**src/rtl/decode_scan_ctrl.sv**
```systemverilog
// Slot sequencer for the 4->16 decoder tree: steps addr through the set bits of
// mask, blanking the decoders (enable=1) before each slot and showing it for DWELL cycles.
module decode_scan_ctrl #(
  parameter int DWELL = 4,
  parameter int BLANK = 2
) (
  input  logic        clk,
  input  logic        reset,
  input  logic        run,
  input  logic [15:0] mask,
  output logic [3:0]  addr,
  output logic        enable,
  output logic        frame_done,
  output logic        busy
);

  typedef enum logic [1:0] {
    S_IDLE,
    S_BLANK,
    S_SHOW
  } state_t;

  // Reload values for the shared down-counter; BLANK_LD is unused when BLANK is 0.
  localparam logic [15:0] BLANK_LD = (BLANK > 0) ? 16'(BLANK - 1) : 16'd0;
  localparam logic [15:0] DWELL_LD = 16'(DWELL - 1);
  localparam bit          NO_BLANK = (BLANK == 0);

  state_t      state_q, state_d;
  logic [15:0] cnt_q, cnt_d;
  logic [3:0]  addr_q, addr_d;
  logic        enable_q, enable_d;
  logic        frame_done_q, frame_done_d;
  logic        busy_q, busy_d;

  logic [31:0] mask_dbl;
  logic [4:0]  rot_shift;
  logic [15:0] mask_rot;
  logic [3:0]  first_addr;
  logic [3:0]  next_addr;
  logic        next_wraps;

  function automatic logic [3:0] lowest_set(input logic [15:0] v);
    lowest_set = 4'd0;
    for (int i = 15; i >= 0; i--) begin
      if (v[i]) lowest_set = 4'(i);
    end
  endfunction

  // Rotating the doubled mask puts slot addr+1 at bit 0, so the lowest set bit
  // of the rotated word is the distance to the next participating slot.
  always_comb begin
    mask_dbl   = {mask, mask};
    rot_shift  = {1'b0, addr_q} + 5'd1;
    mask_rot   = 16'(mask_dbl >> rot_shift);
    first_addr = lowest_set(mask);
    next_addr  = addr_q + 4'd1 + lowest_set(mask_rot);
    next_wraps = (next_addr <= addr_q);
  end

  always_comb begin
    state_d      = state_q;
    cnt_d        = cnt_q;
    addr_d       = addr_q;
    frame_done_d = 1'b0;

    case (state_q)
      S_IDLE: begin
        if (run && (mask != 16'd0)) begin
          addr_d = first_addr;
          if (NO_BLANK) begin
            state_d = S_SHOW;
            cnt_d   = DWELL_LD;
          end else begin
            state_d = S_BLANK;
            cnt_d   = BLANK_LD;
          end
        end
      end

      S_BLANK: begin
        if (cnt_q == 16'd0) begin
          state_d = S_SHOW;
          cnt_d   = DWELL_LD;
        end else begin
          cnt_d = cnt_q - 16'd1;
        end
      end

      S_SHOW: begin
        if (cnt_q == 16'd0) begin
          if (!run || (mask == 16'd0)) begin
            state_d = S_IDLE;
            cnt_d   = 16'd0;
          end else begin
            addr_d       = next_addr;
            frame_done_d = next_wraps;
            if (NO_BLANK) begin
              state_d = S_SHOW;
              cnt_d   = DWELL_LD;
            end else begin
              state_d = S_BLANK;
              cnt_d   = BLANK_LD;
            end
          end
        end else begin
          cnt_d = cnt_q - 16'd1;
        end
      end

      default: begin
        state_d = S_IDLE;
        cnt_d   = 16'd0;
      end
    endcase

    // Outputs are registered from the next state so they line up with it.
    enable_d = (state_d != S_SHOW);
    busy_d   = (state_d != S_IDLE);
  end

  always_ff @(posedge clk or posedge reset) begin
    if (reset) begin
      state_q      <= S_IDLE;
      cnt_q        <= 16'd0;
      addr_q       <= 4'd0;
      enable_q     <= 1'b1;
      frame_done_q <= 1'b0;
      busy_q       <= 1'b0;
    end else begin
      state_q      <= state_d;
      cnt_q        <= cnt_d;
      addr_q       <= addr_d;
      enable_q     <= enable_d;
      frame_done_q <= frame_done_d;
      busy_q       <= busy_d;
    end
  end

  assign addr       = addr_q;
  assign enable     = enable_q;
  assign frame_done = frame_done_q;
  assign busy       = busy_q;

endmodule

```
**config.mk**
```make
export PLATFORM = sky130hd
export DESIGN_NAME = decode_scan_ctrl
export DESIGN_NICKNAME = d
export VERILOG_FILES = /design/src/rtl/decode_scan_ctrl.sv
export SDC_FILE = /design/constraint.sdc
export NUM_CORES = 1
export LEC_CHECK = 0
export ABC_AREA = 1
export CORE_UTILIZATION = 59
export CTS_CLUSTER_DIAMETER = 100
export DETAILED_ROUTE_END_ITERATION = 16
export GPL_ROUTABILITY_DRIVEN = 0
export GPL_TIMING_DRIVEN = 0
export PLACE_DENSITY = 0.82
export SYNTH_ARGS = -nofsm -noshare
export SYNTH_HDL_FRONTEND = slang
export SYNTH_SLANG_ARGS = --single-unit
export TNS_END_PERCENT = 1
```
**constraint.sdc**
```tcl
create_clock -name clk -period 4.3 [get_ports clk]
set_clock_uncertainty 0.15 [all_clocks]
set_input_delay 0.645 -clock clk [delete_from_list [all_inputs] [get_ports clk]]
set_output_delay 0.645 -clock clk [all_outputs]
set_load 0.05 [all_outputs]
```
# == Word-level counts from Yosys, hierarchy flattened ==
# Index checks and enable logic that the tools add are counted.
# totals
register_bits,25
wordCells,77
output_inout_bits,7
# op_classes
muxes,49
addsub,4
magnitude_cmp,1
reduce_logical,10
eq_ne,6
shift,1
# ops
op,count
$mux W4,35
$mux W16,3
$pmux W16 S3,1
$logic_not A16 Y1,2
$shr A32 B5 Y16,1
$reduce_bool A16 Y1,1
$sub A16 B1 Y16 const B,1
$ne A2 B2 Y1 const B,4
$pmux W4 S2,1
$mux W2,3
$pmux W2 S3,1
$add A4 B1 Y5 const B,1
$mux W1,5
$add A4 B1 Y4 const B,1
$add A4 B4 Y4,1
$le A4 B4 Y1,1
$reduce_and A4 Y1,1
$reduce_bool A2 Y1,2
$eq A2 B1 Y1 const B,1
$eq A2 B2 Y1 const B,1
$logic_not A2 Y1,1
$logic_and A1 B1 Y1,1
$logic_not A1 Y1,1
$logic_or A1 B1 Y1,1

# == Logic depth before layout (Yosys ltp) ==
# Gate-level depths: netlist of run 1.
# depth
word_depth,23
ltp_mapped,35
mapped_depth_nobuf,34

# == Least setup slack after synthesis of run 1 ==
# Ideal clock, no wire load.
# synth_path
path_type,register -> register
from,"register addr_q[0], in the netlist addr[0]"
to,"register frame_done_q, in the netlist frame_done"
t_required_ns,4.028
setup_ns,0.122
path_buffers,2
path_slack_ns,0.387
path_stages_with_launch,28
arrival_time_ns,3.641
cell_sequence,dfrtp_1 > buf_6 > inv_8 > buf_12 > nand2_4 > nand3_1 > nand3_1 > nand3_1 > a21oi_1 > nor2_1 > o211ai_1 > nand2_1 > nand2_1 > nand2_1 > nand2_1 > inv_1 > ha_1 > nand2_1 > o21ai_0 > xor2_1 > or2_1 > and2_1 > ha_1 > nand2_1 > inv_1 > o21ai_0 > a32oi_1 > nor2_1
# synth_via
elab_chain_cells,23
# synth_lines
item,line_no,text
from (decl),30,"logic [3:0] addr_q, addr_d;"
from (signal assigned),132,addr_q <= addr_d;
$add A4 B1 Y5,53,"rot_shift = {1'b0, addr_q} + 5'd1;"
$shr A32 B5 Y16,54,mask_rot = 16'(mask_dbl >> rot_shift);
$mux W4 (16 in a row),45,if (v[i]) lowest_set = 4'(i);
$add A4 B4 Y4,56,next_addr = addr_q + 4'd1 + lowest_set(mask_rot);
$le A4 B4 Y1 (*),57,next_wraps = (next_addr <= addr_q);
$mux W1 (*),91,if (!run || (mask == 16'd0)) begin
$mux W1 (*),90,if (cnt_q == 16'd0) begin
$mux W1 (*),66,case (state_q)
via frame_done_d,32,"logic frame_done_q, frame_done_d;"
to (signal assigned),134,frame_done_q <= frame_done_d;
to (decl),32,
# The timed path passes the listed nets; every way through them passes the cells marked *.
# A chain may end at the register's enable or synchronous reset.

# == Worst setup path after layout of run 1 ==
# layout_path
from,"register addr_q[1], in the netlist addr[1]"
to,"register frame_done_q, in the netlist frame_done"
# The elaborated chain is that of the path after synthesis.

==> results.cfg, run 1 <==
[logic_synthesis]
synth_ff_type = dfrtp_1
synth.avg_cell_area_sq_um = 6.41
ys_seq_area_share_pct = 22.7
synth_area_leader_cell = dfrtp_1
yosysTopAreaCellShare_pct = 21.8
synth_nets = 459
synth_cells = 430
syn_area_sq_mm = 0.00276
ys_top_cells_by_count = 108 x nand2_1, 64 x nand3_1, 45 x inv_1, 45 x nor2_1, 24 x dfrtp_1
synth_seq_cells = 25
yosys-top-cells-area = dfrtp_1 22%, nand2_1 15%, nand3_1 12%, inv_1 6.1%, nor2_1 6.1%
ys_warn_count = 0
yosysMostFrequentCell = nand2_1
synth-edff-count = 0
synth_cell_types = 39
async_reset_ff_share_pct = 100

[clock_tree]
clock_path_buffers = 2
cts_inserted_buffers = 3
cts_htree_levels = 1
cts_tree = yes
clk_latency_ns = 0.27
cts.clk_slew.worst_paths_ns = 0.08
cts_hold_buffers = 0
root_buffer = clkbuf_8
clkSinkCount = 25

[routing]
via_per_inst = 5.65
vias = 2904
routed_wirelength_mm = 7.00
ant_nets = 0
drtIter0Drc = 156
wire_per_inst_um = 13.6
drt-pass1-iter-count = 4
drc = 0

[floorplan]
fp.dieH_um = 70.4
fp.coreArea_sq_mm = 0.00441
dieWidth_um = 70.4
start_util_pct = 62.4
fp-row-count = 24
io_pins = 26
die_area_sq_mm = 0.00495

[global_routing]
antenna_found_initial = 0
grt_first_pass_wirelength_mm = 11.8
grt_pass1_vias = 2764
track_usage_pct = 29.2
grt_max_degree = 26
overflow = 0

[timing]
finalHoldViolations = 0
slew_viol_final = 0
fmax_ghz = 0.253
totalNegativeSetupSlack_ns = 0
worst_pin_slew_ns = 0.937
min_period_ns = 3.95
setup_viol = 0
max_slew_margin_pct = 37.5
min_period_over_period_pct = 91.7

[worst_hold_path]
hp-class = reg -> reg
min_path_cells = 2

[setup_path]
rr_worst_depth = 23
r2r_slack_ns = 0.35
cp-end-kind = flop
path_max_fanout = 11
crit_required_ns = 4.30
path_class = reg -> reg
startpoint_type = flop
arrival_ns = 3.95

[placement]
port_buffers = 25
dp_hpwl_mm = 5.47

[pwr]
power_mw = 0.638
p_per_area_mw_per_mm2 = 197
p_leak_nw = 1.75
peakVddDrop_uv = 233

[cells_and_area]
nets = 492
drive_gt1_share_pct = 15.4
diodes = 0
synthToLayoutAreaGrowth_pct = 17.7
fill_cells = 357

[run_status]
outcome = finished, final reports clean

[flow_run]
maxCapViolations = 0
## metal layers
| layer | share of wire [%] | wire length (um) | GRT usage, % |
|---|---|---|---|
| met2 | 52 | 3640 | 52.8 |
| met3 | 3.5 | 245 | 3.03 |
| met5 | 0 | 0 | 0 |
| met1 | 42 | 2930 | 34.6 |
| met4 | 2.7 | 191 | 12.7 |
## cell usage in the layout (no fill, tap or decap), types with 8 or more instances in the layout
| cell type | netlist | layout |
|---|---|---|
| a21oi_1 | 14 | 13 |
| nand3_1 | 64 | 58 |
| inv_1 | 45 | 45 |
| nor2_1 | 45 | 45 |
| dlymetal6s2s_1 | 0 | 16 |
| o21ai_1 | 12 | 12 |
| ha_1 | 9 | 8 |
| nand2_1 | 108 | 106 |
| clkdlybuf4s50_1 | 0 | 9 |
| dfrtp_1 | 24 | 24 |
| nand3_2 | 10 | 16 |
| nand2_4 | 8 | 8 |
| xor2_1 | 10 | 10 |
| o21ai_0 | 16 | 14 |
## layout make-up
cell class                 instances  area, sq um  share of cell area (%)
timing repair buffer              28          313                    9.65
inverter                          50          200                    6.17
tap                               52         65.1                    2.01
clock buffer                       3         41.3                    1.27
multi-input combinational        341         1870                    57.8
buffer                            14          118                    3.63
clock inverter                     1         5.00                   0.154
sequential                        25          627                    19.3
## stage by stage
step / util (%) / cell area, sq um / worst slack [ns] / std cells / hold slack [ns]
after floorplan: - / 2760 / 0.387 / 430 / 0.352
after global placement: 69.6 / 3070 / -0.145 / 507 / 0.373
after detailed placement: 69.6 / 3070 / -0.248 / 507 / 0.404
after CTS: 70.6 / 3120 / 0.0202 / 511 / 0.428
after global routing: 73.5 / 3240 / -0.00264 / 514 / 0.447
final: 73.5 / 3240 / 0.355 / 514 / 0.426
## flip-flops by register name, indices dropped and copies added, names as in the netlist
name	count
state_q	2
addr	4
frame_done	1
enable	1
busy	1
cnt_q	16
## what timing repair did
| action | 4_1_cts | 5_1_grt |
|---|---|---|
| buffers inserted | 0 | 3 |
| gates resized for setup | 0 | 32 |
| endpoints found under the setup margin | 0 | 1 |
## power breakdown
group | leakage [nW] | internal [mW] | total, mW | switching [mW]
Clock | 0.0255 | 0.0647 | 0.134 | 0.0690
Combinational | 1.44 | 0.102 | 0.266 | 0.164
Sequential | 0.284 | 0.237 | 0.239 | 0.00197
Total | 1.75 | 0.404 | 0.638 | 0.235
## final timing paths
check | from | end
max | addr[1] | frame_done
min | cnt_q[13] | cnt_q[13]
max reg2reg | addr[1] | frame_done
min reg2reg | cnt_q[13] | cnt_q[13]
max in group asynchronous | reset | cnt_q[2]
min in group asynchronous | reset | cnt_q[4]
## cells by family (layout without fill, tap and decap cells)
family,count (synthesis),after routing,synth area share (%)
AND/OR/NAND/NOR,266,266,46.4
XOR/XNOR,11,11,3.50
buffers and inverters,64,96,11.4
AO/OA/AOI/OAI,54,54,11.2
adder cells (fa/ha/maj),10,10,4.81
flip-flops,25,25,22.7
## critical path: stages, from the launching register on
cell,delay (ns)
dfrtp_1,0.41
buf_4,0.19
inv_6,0.12
buf_8,0.16
nand3_1,0.15
nand3_1,0.12
nand2_2,0.07
o21ai_2,0.17
nand2_1,0.09
nor2_2,0.10
nand2_1,0.06
a31oi_1,0.17
ha_1,0.30
a21oi_1,0.19
o21ai_2,0.08
xor2_1,0.16
or2_1,0.25
and2_1,0.14
ha_1,0.29
nand2_1,0.06
inv_1,0.06
o21ai_0,0.08
a32oi_1,0.19
nor2_1,0.08
Note: power is estimated with default switching activity, not from simulation.
==> run 2: changes to the inputs <==
--- a/config.mk
+++ b/config.mk
@@ -7,10 +7,9 @@
 export LEC_CHECK = 0
 export ABC_AREA = 1
-export CORE_UTILIZATION = 59
+export CORE_UTILIZATION = 31
 export CTS_CLUSTER_DIAMETER = 100
 export DETAILED_ROUTE_END_ITERATION = 16
 export GPL_ROUTABILITY_DRIVEN = 0
 export GPL_TIMING_DRIVEN = 0
-export PLACE_DENSITY = 0.82
 export SYNTH_ARGS = -nofsm -noshare
 export SYNTH_HDL_FRONTEND = slang
--- a/constraint.sdc
+++ b/constraint.sdc
@@ -3,3 +3,3 @@
 set_input_delay 0.645 -clock clk [delete_from_list [all_inputs] [get_ports clk]]
 set_output_delay 0.645 -clock clk [all_outputs]
-set_load 0.05 [all_outputs]
+set_load 0.005 [all_outputs]
==> run 2 against run 1 <==
Against the previous run: clock power increased by 7%; global-route usage decreased by 13 points; worst setup slack improved by 0.020 ns; die area increased by 87%; highest routed layer unchanged; largest power group unchanged.
==> results.cfg, run 2 (synthesized netlist as in run 1, its figures left out) <==
[flow_run]
maxCapViolations = 0

[clock_tree]
cts_setup_buffers = 0
postCtsResizedCells = 0
cts_hold_buffers = 0
root_buffer = clkbuf_8
cts_inserted_buffers = 3
cts_htree_levels = 1
clock_path_buffers = 2
cts.clk_slew.worst_paths_ns = 0.09
cts_tree = yes
clkSinkCount = 25
clk_latency_ns = 0.27

[setup_path]
cp-end-kind = flop
startpoint_type = flop
path_class = reg -> reg
arrival_ns = 3.94
path_max_fanout = 11
crit_required_ns = 4.31
r2r_start = addr[1]
worstReg2RegEnd = frame_done
r2r_slack_ns = 0.37
rr_worst_depth = 26

[routing]
drt-pass1-iter-count = 4
drtIter0Drc = 120
via_per_inst = 4.95
dr_wl_met3_um = 280
routed_wirelength_mm = 7.08
route.met2.wl_mm = 3.37
wire_per_inst_um = 12.5
drc = 0
wl_met1_mm = 3.37
top_layer = met4
vias = 2807
ant_nets = 0

[pwr]
clkPwrFrac_pct = 22.7
power_mw = 0.632
p_sw_mw = 0.232
internal_power_mw = 0.399
p_leak_nw = 1.72
combPwrFrac_pct = 39.5
peakVddDrop_uv = 200
pwr-share-seq_pct = 37.8
switching_share_pct = 36.8
p_per_area_mw_per_mm2 = 193

[timing]
min_period_over_period_pct = 91.3
finalHoldViolations = 0
worst_slack_ns = 0.375
worst_pin_slew_ns = 0.926
fmax_ghz = 0.255
min_period_ns = 3.93
setup_viol = 0
rsz0062_at_grt = false
max_slew_margin_pct = 38.2
slew_viol_final = 0

[placement]
dpl.cell_count = 563
dp_hpwl_mm = 5.72
port_buffers = 25
pre_cts_slack_ns = -0.196

[global_routing]
grt_first_pass_wirelength_mm = 12.2
overflow = 0
antenna_found_initial = 0
grt_max_degree = 26
grt_pass1_vias = 2670
track_usage_pct = 16.6

[cells_and_area]
nets = 489
top_register = cnt_q
largest_reg_flops = 16
final_cell_mix = 108 x nand2_1, 61 x nand3_1, 45 x inv_1, 45 x nor2_1, 24 x dfrtp_1
final_common_cell = nand2_1
fill_cells = 957
drive_gt1_share_pct = 13.7
instances_no_fill = 567
diodes = 0
synthToLayoutAreaGrowth_pct = 18.5

[floorplan]
die_area_sq_mm = 0.00927
fp-row-count = 34
io_pins = 26
fp.dieH_um = 96.3
start_util_pct = 31.8
fp.coreArea_sq_mm = 0.00868
dieWidth_um = 96.3

[worst_hold_path]
whs_endpoint = cnt_q[15]
min_from = cnt_q[15]
min_path_cells = 2
hp-class = reg -> reg

[run_status]
outcome = finished, final reports clean
-- run 2: cell count changes in the layout (fill, tap and decap cells not counted), sizes merged --
cell	delta
clkbuf	+1
clkinvlp	+1
buf	-4
clkinv	-1
-- run 2: worst max-delay path, stage by stage, from the launching register on --
cell and delay, ns:
dfrtp_1 0.42, buf_4 0.20, inv_6 0.12, buf_8 0.16, nand3_1 0.11, nand3_1 0.14, nand3_2 0.10, a21oi_2 0.20
nor2_1 0.07, o211ai_1 0.17, nand2_1 0.07, nand2_1 0.06, nand2_1 0.04, nand2_1 0.11, inv_1 0.06, ha_1 0.27
nand2_1 0.05, o21ai_1 0.15, xor2_1 0.10, or2_1 0.25, and2_1 0.14, ha_1 0.28, nand2_1 0.05, inv_1 0.06
o21ai_0 0.07, a32oi_1 0.16, nor2_1 0.07
-- run 2: worst max path at each step --
stage / start / endpoint / cells past startpoint
2_1_floorplan: addr[0] / frame_done / 28
3_3_place_gp: mask[12] / frame_done / 32
3_5_place_dp: mask[12] / frame_done / 32
4_1_cts: mask[12] / frame_done / 32
5_1_grt: addr[1] / frame_done / 28
6_report: addr[1] / frame_done / 26
-- run 2: power by group through the flow --
stage	registers [mW]	clock network, mW	logic [mW]
after CTS	0.239	0.151	0.247
after global routing	0.239	0.157	0.282
after floorplan	0.243	0	0.177
after global placement	0.243	0	0.244
final	0.239	0.143	0.249
after detailed placement	0.244	0	0.245
-- run 2: final cells by class --
class | instances | area [sq um] | area share [%]
multi-input combinational | 341 | 1840 | 56.5
sequential | 25 | 627 | 19.2
timing repair buffer | 25 | 290 | 8.89
inverter | 50 | 200 | 6.13
tap | 108 | 135 | 4.14
buffer | 14 | 120 | 3.68
clock buffer | 3 | 41.3 | 1.26
clock inverter | 1 | 7.51 | 0.230
-- run 2: metrics by stage --
step / hold slack, ns / util [%] / instance area [sq um] / TNS (ns)
after floorplan: 0.352 / - / 2760 / 0
after global placement: 0.375 / 36.2 / 3140 / -0.210
after detailed placement: 0.383 / 36.2 / 3140 / -0.196
after CTS: 0.410 / 36.8 / 3190 / 0
after global routing: 0.458 / 37.6 / 3270 / 0
final: 0.407 / 37.6 / 3270 / 0
-- run 2: routing by layer --
metal,vias to the layer above,global-route usage [%]
li1,1470,-
met1,1279,21.9
met2,52,29.7
met3,6,1.26
met4,0,3.19
met5,-,0
==> run 3: changes to the inputs <==
Settings changed: MAX_ROUTING_LAYER set to met4, SKIP_LAST_GASP set to 1.
==> run 3 against run 2 <==
Against the previous run: clock power hardly changed; clock-buffer cell count stayed put; global-route usage is 0.48 points higher; first-iteration DRC count is 2.5% lower; via count is 0.14% higher; critical endpoint unchanged; largest cell class unchanged.
==> results.cfg, run 3 (synthesized netlist as in run 1, its figures left out) <==
[timing]
min_period_ns = 3.92
slew_viol_final = 0
worst_pin_slew_ns = 0.926
rsz0062_at_grt = false
max_slew_margin_pct = 38.2
finalHoldViolations = 0
fmax_ghz = 0.255
setup_viol = 0
min_period_over_period_pct = 91.2

[setup_path]
arrival_ns = 3.93
path_class = reg -> reg
cp-end-kind = flop
crit_required_ns = 4.31
startpoint_type = flop
critPathLaunch = addr[1]
r2r_slack_ns = 0.38
path_max_fanout = 11
r2r_start = addr[1]

[routing]
drtIter0Drc = 117
via_per_inst = 4.96
drt-pass1-iter-count = 5
vias = 2811
ant_nets = 0
wire_per_inst_um = 12.4
routed_wirelength_mm = 7.06
drc = 0

[cells_and_area]
drive_gt1_share_pct = 13.7
nets = 489
final_common_cell = nand2_1
fin_util_pct = 37.6
final_cell_mix = 108 x nand2_1, 61 x nand3_1, 45 x inv_1, 45 x nor2_1, 24 x dfrtp_1
top_register = cnt_q
fill_cells = 957
synthToLayoutAreaGrowth_pct = 18.5
diodes = 0
largest_reg_flops = 16

[floorplan]
io_pins = 26
fp.dieH_um = 96.3
fp.coreArea_sq_mm = 0.00868
fp-row-count = 34
start_util_pct = 31.8
die_area_sq_mm = 0.00927
dieWidth_um = 96.3

[global_routing]
antenna_found_initial = 0
overflow = 0
grt_first_pass_wirelength_mm = 12.2
track_usage_pct = 17.1
grt_max_degree = 26
grt_pass1_vias = 2671

[clock_tree]
clk_latency_ns = 0.27
cts_htree_levels = 1
cts_tree = yes
root_buffer = clkbuf_8
cts_hold_buffers = 0
clock_path_buffers = 2
cts_inserted_buffers = 3
clkSinkCount = 25
postCtsResizedCells = 0
cts_setup_buffers = 0
cts.clk_slew.worst_paths_ns = 0.09

[run_status]
outcome = finished, final reports clean

[pwr]
p_leak_nw = 1.72
peakVddDrop_uv = 200
power_mw = 0.631
p_per_area_mw_per_mm2 = 193

[worst_hold_path]
min_from = cnt_q[15]
hp-class = reg -> reg

[placement]
dp_hpwl_mm = 5.72
port_buffers = 25

[flow_run]
maxCapViolations = 0
==> run 3: cell counts in the layout (fill, tap and decap cells not counted) <==
No cell type changed its count.
==> run 3: critical path, cell delays in order, from the launching register on <==
cell	delay [ns]
dfrtp_1	0.42
buf_4	0.20
inv_6	0.11
buf_8	0.15
nand3_1	0.11
nand3_1	0.14
nand3_2	0.10
a21oi_2	0.20
nor2_1	0.07
o211ai_1	0.17
nand2_1	0.07
nand2_1	0.06
nand2_1	0.04
nand2_1	0.11
inv_1	0.06
ha_1	0.27
nand2_1	0.05
o21ai_1	0.15
xor2_1	0.10
or2_1	0.25
and2_1	0.14
ha_1	0.28
nand2_1	0.05
inv_1	0.06
o21ai_0	0.07
a32oi_1	0.16
nor2_1	0.07
==> run 3: area by class of cell <==
cell class	count	area, sq um	share of cell area [%]
multi-input combinational	341	1840	56.5
inverter	50	200	6.13
timing repair buffer	25	290	8.89
clock inverter	1	7.51	0.230
clock buffer	3	41.3	1.26
tap	108	135	4.14
sequential	25	627	19.2
buffer	14	120	3.68
==> run 3: stage by stage <==
step | setup TNS, ns | setup WS [ns] | instance area (sq um) | cells | hold slack [ns]
detailed placement | -0.196 | -0.196 | 3140 | 563 | 0.383
global placement | -0.210 | -0.210 | 3140 | 563 | 0.375
CTS | 0 | 0.0808 | 3190 | 567 | 0.410
finish | 0 | 0.379 | 3270 | 567 | 0.407
floorplan | 0 | 0.705 | 2760 | 430 | 0.352
global route | 0 | 0.0195 | 3270 | 567 | 0.458
==> run 3: power by group <==
part / internal, mW / switching, mW / leakage (nW) / total (mW)
Combinational: 0.0969 / 0.152 / 1.42 / 0.249
Clock: 0.0658 / 0.0776 / 0.0217 / 0.143
Sequential: 0.237 / 0.00216 / 0.284 / 0.239
==> run 3: layer usage <==
metal,global-route usage (%),wire length (um),vias up
met3,1.26,238,6
met1,21.8,3400,1285
met4,3.19,56,0
met2,29.8,3360,49
li1,-,-,1471
met5,-,0,-
==> run 3: final timing paths <==
check	endpoint	cells past startpoint
worst max-delay path	frame_done	26
worst min-delay path	cnt_q[15]	2
worst max register to register	frame_done	26
worst min register to register	cnt_q[15]	2
max in group asynchronous	addr[2]	2
min in group asynchronous	cnt_q[3]	2
